$ cat src/rtl/dds_param_scheduler.sv
// Timed DDS parameter scheduler: buffers (time, freq, phase) commands and
// loads each into the phase-MAC operand registers when its apply time arrives.
module dds_param_scheduler #(
   parameter int DEPTH = 16,
   parameter int LVL_W = $clog2(DEPTH + 1)
) (
   input  logic             clk,
   input  logic             resetn,
   input  logic             s_valid,
   output logic             s_ready,
   input  logic [47:0]      s_time,
   input  logic [47:0]      s_freq,
   input  logic [13:0]      s_phase,
   input  logic             flush,
   input  logic             ts_clear,
   input  logic             clear_late,
   output logic [47:0]      timestamp,
   output logic [47:0]      time_offset,
   output logic [47:0]      freq,
   output logic [13:0]      phase,
   output logic             update,
   output logic             late,
   output logic             late_flag,
   output logic [LVL_W-1:0] level
);

   localparam int PTR_W = $clog2(DEPTH);

   logic [47:0]      r_memTime  [DEPTH];
   logic [47:0]      r_memFreq  [DEPTH];
   logic [13:0]      r_memPhase [DEPTH];
   logic [PTR_W-1:0] r_wrPtr;
   logic [PTR_W-1:0] r_rdPtr;
   logic [LVL_W-1:0] r_level;
   logic             r_ready;
   logic [47:0]      r_timestamp;
   logic [47:0]      r_timeOffset;
   logic [47:0]      r_freq;
   logic [13:0]      r_phase;
   logic             r_update;
   logic             r_late;
   logic             r_lateFlag;

   logic [47:0]      w_headTime;
   logic [47:0]      w_headFreq;
   logic [13:0]      w_headPhase;
   logic             w_write;
   logic             w_apply;
   logic             w_isLate;
   logic [LVL_W-1:0] w_levelNext;

   assign w_headTime  = r_memTime[r_rdPtr];
   assign w_headFreq  = r_memFreq[r_rdPtr];
   assign w_headPhase = r_memPhase[r_rdPtr];

   assign w_write  = s_valid && r_ready && !flush;
   // Compare uses the current counter value, even in a ts_clear cycle.
   assign w_apply  = (r_level != '0) && (w_headTime <= r_timestamp) && !flush;
   assign w_isLate = w_headTime < r_timestamp;

   always_comb begin
      w_levelNext = r_level;
      if (flush) begin
         w_levelNext = '0;
      end else if (w_write && !w_apply) begin
         w_levelNext = r_level + LVL_W'(1);
      end else if (!w_write && w_apply) begin
         w_levelNext = r_level - LVL_W'(1);
      end
   end

   always_ff @(posedge clk) begin
      if (w_write) begin
         r_memTime[r_wrPtr]  <= s_time;
         r_memFreq[r_wrPtr]  <= s_freq;
         r_memPhase[r_wrPtr] <= s_phase;
      end
   end

   always_ff @(posedge clk or negedge resetn) begin
      if (!resetn) begin
         r_wrPtr <= '0;
         r_rdPtr <= '0;
         r_level <= '0;
         r_ready <= 1'b0;
      end else begin
         if (flush) begin
            r_wrPtr <= '0;
            r_rdPtr <= '0;
         end else begin
            if (w_write) r_wrPtr <= r_wrPtr + PTR_W'(1);
            if (w_apply) r_rdPtr <= r_rdPtr + PTR_W'(1);
         end
         r_level <= w_levelNext;
         r_ready <= w_levelNext < LVL_W'(DEPTH);
      end
   end

   always_ff @(posedge clk or negedge resetn) begin
      if (!resetn) begin
         r_timestamp  <= '0;
         r_timeOffset <= '0;
         r_freq       <= '0;
         r_phase      <= '0;
         r_update     <= 1'b0;
         r_late       <= 1'b0;
         r_lateFlag   <= 1'b0;
      end else begin
         r_timestamp <= ts_clear ? '0 : r_timestamp + 48'd1;
         r_update    <= w_apply;
         r_late      <= w_apply && w_isLate;
         if (w_apply) begin
            r_timeOffset <= w_headTime;
            r_freq       <= w_headFreq;
            r_phase      <= w_headPhase;
         end
         // A late apply in the same cycle overrides clear_late.
         if (w_apply && w_isLate) begin
            r_lateFlag <= 1'b1;
         end else if (clear_late) begin
            r_lateFlag <= 1'b0;
         end
      end
   end

   assign s_ready     = r_ready;
   assign level       = r_level;
   assign timestamp   = r_timestamp;
   assign time_offset = r_timeOffset;
   assign freq        = r_freq;
   assign phase       = r_phase;
   assign update      = r_update;
   assign late        = r_late;
   assign late_flag   = r_lateFlag;

endmodule

$ cat config.mk
export PLATFORM = sky130hd
export DESIGN_NAME = dds_param_scheduler
export DESIGN_NICKNAME = d
export VERILOG_FILES = /design/src/rtl/dds_param_scheduler.sv
export SDC_FILE = /design/constraint.sdc
export NUM_CORES = 2
export LEC_CHECK = 0
export BUFFER_PORTS_ARGS = -buffer_cell sky130_fd_sc_hd__buf_2
export CELL_PAD_IN_SITES_DETAIL_PLACEMENT = 0
export CELL_PAD_IN_SITES_GLOBAL_PLACEMENT = 1
export CORE_MARGIN = 1
export CORE_UTILIZATION = 46
export DETAILED_ROUTE_END_ITERATION = 8
export HOLD_SLACK_MARGIN = 0.05
export PLACE_DENSITY = 0.7
export SYNTH_ARGS = -nofsm -noshare
export SYNTH_HDL_FRONTEND = slang
export SYNTH_SLANG_ARGS = --single-unit
$ cat constraint.sdc
create_clock -name clk -period 11.04 [get_ports clk]
set_input_delay 2.208 -clock clk [delete_from_list [all_inputs] [get_ports clk]]
set_output_delay 2.208 -clock clk [all_outputs]
set_load 0.02 [all_outputs]
======== After elaboration in Yosys (flattened, before gate mapping) ========
Memories as Yosys holds them, arrays and structs flattened. A register that Yosys moved wholly into a read port is not among the register bits.
Cells that the tools add are included.
operators by class
  add/subtract/negate cells ............... 5
  magnitude comparators ................... 3
  mux-type cells .......................... 12
  reductions and logical operators ........ 16
operator list
  cell                                                number
  adder 48 x 1 -> 48 bit (second input constant)      1
  <= comparator 48 bit                                1
  less-than comparator 48 bit                         1
  two-way mux 48 bit                                  1
  two-way mux 4 bit                                   4
  two-way mux 5 bit                                   3
  adder 4 x 1 -> 4 bit (second input constant)        2
  logical AND 1 bit                                   7
  nonzero test 2 bit                                  3
  adder 5 x 1 -> 5 bit (second input constant)        1
  zero test 1 bit                                     5
  less-than comparator 5 bit (second input constant)  1
  nonzero test 5 bit                                  1
  subtractor 5 x 1 -> 5 bit (second input constant)   1
  two-way mux 1 bit                                   4
word-level totals
  register bits ........................... 113
  bits in writable memories ............... 1760
  output and inout port bits .............. 167
  logic and storage cells ................. 48
  memories ................................ 3
memories
  name        words  width  rd ports  clocked after Yosys merged registers in  wr ports  RTL line  text
  r_memFreq   16     48     1         1                                        1         30        logic [47:0] r_memFreq [DEPTH];
  r_memTime   16     48     1         0                                        1         29        logic [47:0] r_memTime [DEPTH];
  r_memPhase  16     14     1         1                                        1         31        logic [13:0] r_memPhase [DEPTH];

======== Longest topological paths before layout ========
An unclocked memory read counts as a cell.
  word-level depth ........................ 9
  mapped depth ............................ 17
  mapped depth without buffers ............ 12

======== Least setup slack after synthesis ========
No wires, ideal clock.
  path kind ............................... input -> register
  start point ............................. input port flush
  end point ............................... memory r_memFreq[0][0] (enable)
  library setup time ...................... 714 ps
  arrival time ............................ 10153 ps
  data required time ...................... 10326 ps
  slack ................................... 173 ps
  stages on the path ...................... 4
  path buffers ............................ 1
  path through ............................ clkbuf_1 > nor2_1 > nand2_1 > nor3_1
on the way
  word-level cells in the longest chain between the ends .. 4
ends and longest elaborated chain
  item                                     RTL line  text
  start: declaration                       14        input logic flush,
  zero test 1 bit                          56        assign w_write = s_valid && r_ready && !flush;
  logical AND 1 bit                        56
  two-way mux 1 bit                        73        if (w_write) begin
  two-way mux 1 bit (not written as such)  75        r_memFreq[r_wrPtr] <= s_freq;
  end: declaration                         30
No other way between the ends.

======== Worst setup path after layout ========
  start point ............................. register r_rdPtr[0]
  end point ............................... register r_freq[6], in the netlist freq[6], read port of r_memFreq
on the way
  word-level cells in the longest chain between the ends .. 4
ends and longest elaborated chain
  item                            RTL line  text
  start: declaration              33        logic [PTR_W-1:0] r_rdPtr;
  start signal: assignment        92        if (w_apply) r_rdPtr <= r_rdPtr + PTR_W'(1);
  memory (16 x 48 bit)            -
  via w_headTime[23]              44        logic [47:0] w_headTime;
  <= comparator 48 bit            58        assign w_apply = (r_level != '0) && (w_headTime <= r_timestamp) && !flush;
  logical AND 1 bit (2 in a row)  58
  end: declaration                38        logic [47:0] r_freq;
The timed path passes the listed nets, and every way through them passes these cells.
A chain may end at the register's enable or synchronous reset.

==> flow_summary.json <==
{
  "synth-warning-count": 0,
  "post_layout_power_mw": 17.0,
  "timing.critical_path.max_delay_family": "simple AND/OR/NAND/NOR gates",
  "synth.yosys.seq_area_share_pct": 77.0,
  "holdCritPathClass": "reg -> reg",
  "detailroute.via_count": 34300,
  "status": "completed",
  "fmax_ghz": 0.130,
  "postSynth.asyncResetShare_pct": 9.04,
  "cts_num_sinks": 1935,
  "tritoncts.num_buffers": 194,
  "hpwl_mm": 91.6,
  "drc_violations": 0,
  "worst_setup_hold_path_clk_slew_ns": 0.06,
  "worst-setup-path-type": "reg -> reg",
  "synth_area_per_cell_um2": 23.3,
  "cap_violations": 0,
  "synth_enable_flop_cells": 1760,
  "syn_area_um2": 74300,
  "cts-root-buf": "sky130_fd_sc_hd__clkbuf_16",
  "syn_inst": 3182,
  "clock_insertion_delay_at_the_later_pin_of_the_skew_report_ns": 0.83,
  "finalWirelength_mm": 173,
  "crit_path_max_incr_delay_ns": 0.94,
  "die_y_um": 404,
  "count_of_different_cell_masters_after_synthesis": 48,
  "leakage_nw": 27.0,
  "crit_path_cell_trace": "buf_12 -> mux4_2 -> mux4_2 -> ha_1 -> nand2_1 -> nor4_1 -> or4b_1 -> or4_4 -> and2_4 -> nor3_4 -> buf_4 -> mux2_1",
  "cts.hold.buffers_added": 0,
  "htreeDepth": 4,
  "layout_worst_path_cycle_share_pct": 69.8,
  "drtPass1Iterations": 5,
  "maximum_number_of_pins_on_one_net_before_global_route_repair": 117,
  "hold_viol": 0,
  "tightest_slew_ns": 1.19,
  "postPlaceCellArea_um2": 78500,
  "slew-limit-headroom_pct": 20.7,
  "postSynthNetCount": 3354,
  "post_detailed_route_count_of_antenna_violating_nets": 0,
  "synthesized_flop_and_latch_total": 1935,
  "layout_common_cells": "sky130_fd_sc_hd__edfxtp_1, sky130_fd_sc_hd__mux4_2, sky130_fd_sc_hd__buf_2",
  "layout.cell_area.non_filler_um2": 84900,
  "start_util_pct": 46.3,
  "timing.setup.tns_ns": 0,
  "grt_antenna_before_repair": 40,
  "worst_ir_drop_vdd_uv": 154,
  "report.final.slew_viol_count": 0,
  "num_rows": 147,
  "instances_no_fill": 5924,
  "cellPowerDensity_nw_per_um2": 200,
  "clock-skew-final_ns": 0.0471,
  "timing.critical_path.mode_cell": "sky130_fd_sc_hd__mux4_2",
  "tritoncts": "yes",
  "slowest_stage": "sky130_fd_sc_hd__dfrtp_4",
  "first_pass_grt_wire_length_mm": 249,
  "core_area_um2": 160000,
  "fp.dieArea_um2": 163000,
  "cts_buffer_depth": 3,
  "buffers_inserted_by_post_cts_timing_repair": 0,
  "drtIter0Drc": 3396,
  "setup_viol": 0,
  "routabilityCongestion": 0.779,
  "via_per_inst": 5.80,
  "cp.required_ns": 11.71,
  "post_cts_resize_count": 0,
  "vias_in_the_first_global_route": 35300,
  "synth_top_flop_cell": "sky130_fd_sc_hd__edfxtp_1",
  "layout_min_cycle_time_ns": 7.71,
  "layout.nets": 3761,
  "cp-end-kind": "flip-flop",
  "crit_path_start_kind": "flip-flop",
  "arrival_ns": 8.38,
  "grtUsageTotal_pct": 21.5,
  "ios": 283,
  "path_max_fanout": 101,
  "wire_per_inst_um": 29.2,
  "grt_overflow_total": 0,
  "mostFrequentLayoutCell": "sky130_fd_sc_hd__edfxtp_1",
  "dp.cells": 5553,
  "grt_setup_unrepaired": "no",
  "io_buffer_count": 282,
  "syn_to_layout_area_delta_pct": 14.2,
  "floorplan.die.width_um": 404,
  "fraction_of_layout_instances_using_a_drive_strength_above_1_pct": 32.7,
  "worst-path-buf-inv": 2
}
[where the power goes]
part	switching [mW]	internal [mW]
clock	2.78	3.61
sequential	0.246	8.26
combinational	1.15	0.959
total	4.18	12.8
[registers in the layout, indices dropped and copies added, names as in the netlist, 4 cells and up]
register     flops
freq            48
level            5
phase           14
r_memFreq      768
r_memPhase     224
r_memTime      768
r_rdPtr          4
r_wrPtr          4
time_offset     48
timestamp       48
[cell usage after synthesis, drive strengths merged (20+ instances only)]
master     n  share of area [%]
nand3     27               0.18
ha        56               0.94
dfrtp    175                5.9
nand2     37               0.19
edfxtp  1760                 71
buf       44               0.33
mux4     550                 17
clkbuf   103               0.52
mux2     111                1.7
a21oi     28               0.19
nor3      20               0.14
nor2      74               0.37
inv       58               0.29
xnor2     48               0.57
[per-stage QoR]
stage                     setup slack (ns)  hold slack [ns]  utilization, %
after floorplan                      0.173            0.556               -
after global placement                3.33            0.459            49.0
after detailed placement              3.33            0.469            49.0
after CTS                             3.31            0.484            52.9
after global routing                  3.01            0.500            52.9
final                                 3.33            0.481            52.9
[layout make-up]
type	count	area (um2)
Clock buffer	278	5410
Fill cell	12400	75500
Timing Repair Buffer	358	2040
Tap cell	2160	2700
Clock inverter	82	895
Antenna cell	11	27.5
Sequential cell	1935	57200
Multi-Input combinational cell	1042	16300
Inverter	58	218
[kinds of logic after synthesis]
logic type / count (synthesis) / share of synthesized area (%)
and+or+nand+nor: 216 / 1.42
buffers and inverters: 205 / 1.14
AOI/OAI and AO/OA: 56 / 0.465
xor gates and xnor gates: 51 / 0.601
muxes: 663 / 18.4
DFF: 1935 / 77.0
adders and majority gates: 56 / 0.943
[per-layer routing]
layer  global-route usage [%]  wire length (um)  vias up
li1                         -                 -    14200
met5                        0               217        -
met3                     5.29             14300      253
met4                     4.37              2780       32
met2                     34.4             84300     1203
met1                     30.1             71600    18600
[final timing paths]
check	start	to	slack, ns	cells past startpoint
max	r_rdPtr[0]	freq[6]	3.33	12
min	freq[14]	freq[14]	0.48	1
max reg2reg	r_rdPtr[0]	freq[6]	3.33	12
min reg2reg	freq[14]	freq[14]	0.48	1
max in group asynchronous	resetn	timestamp[22]	8.09	2
min in group asynchronous	resetn	phase[10]	1.44	1
No activity file was read; power rests on OpenSTA's default activity.
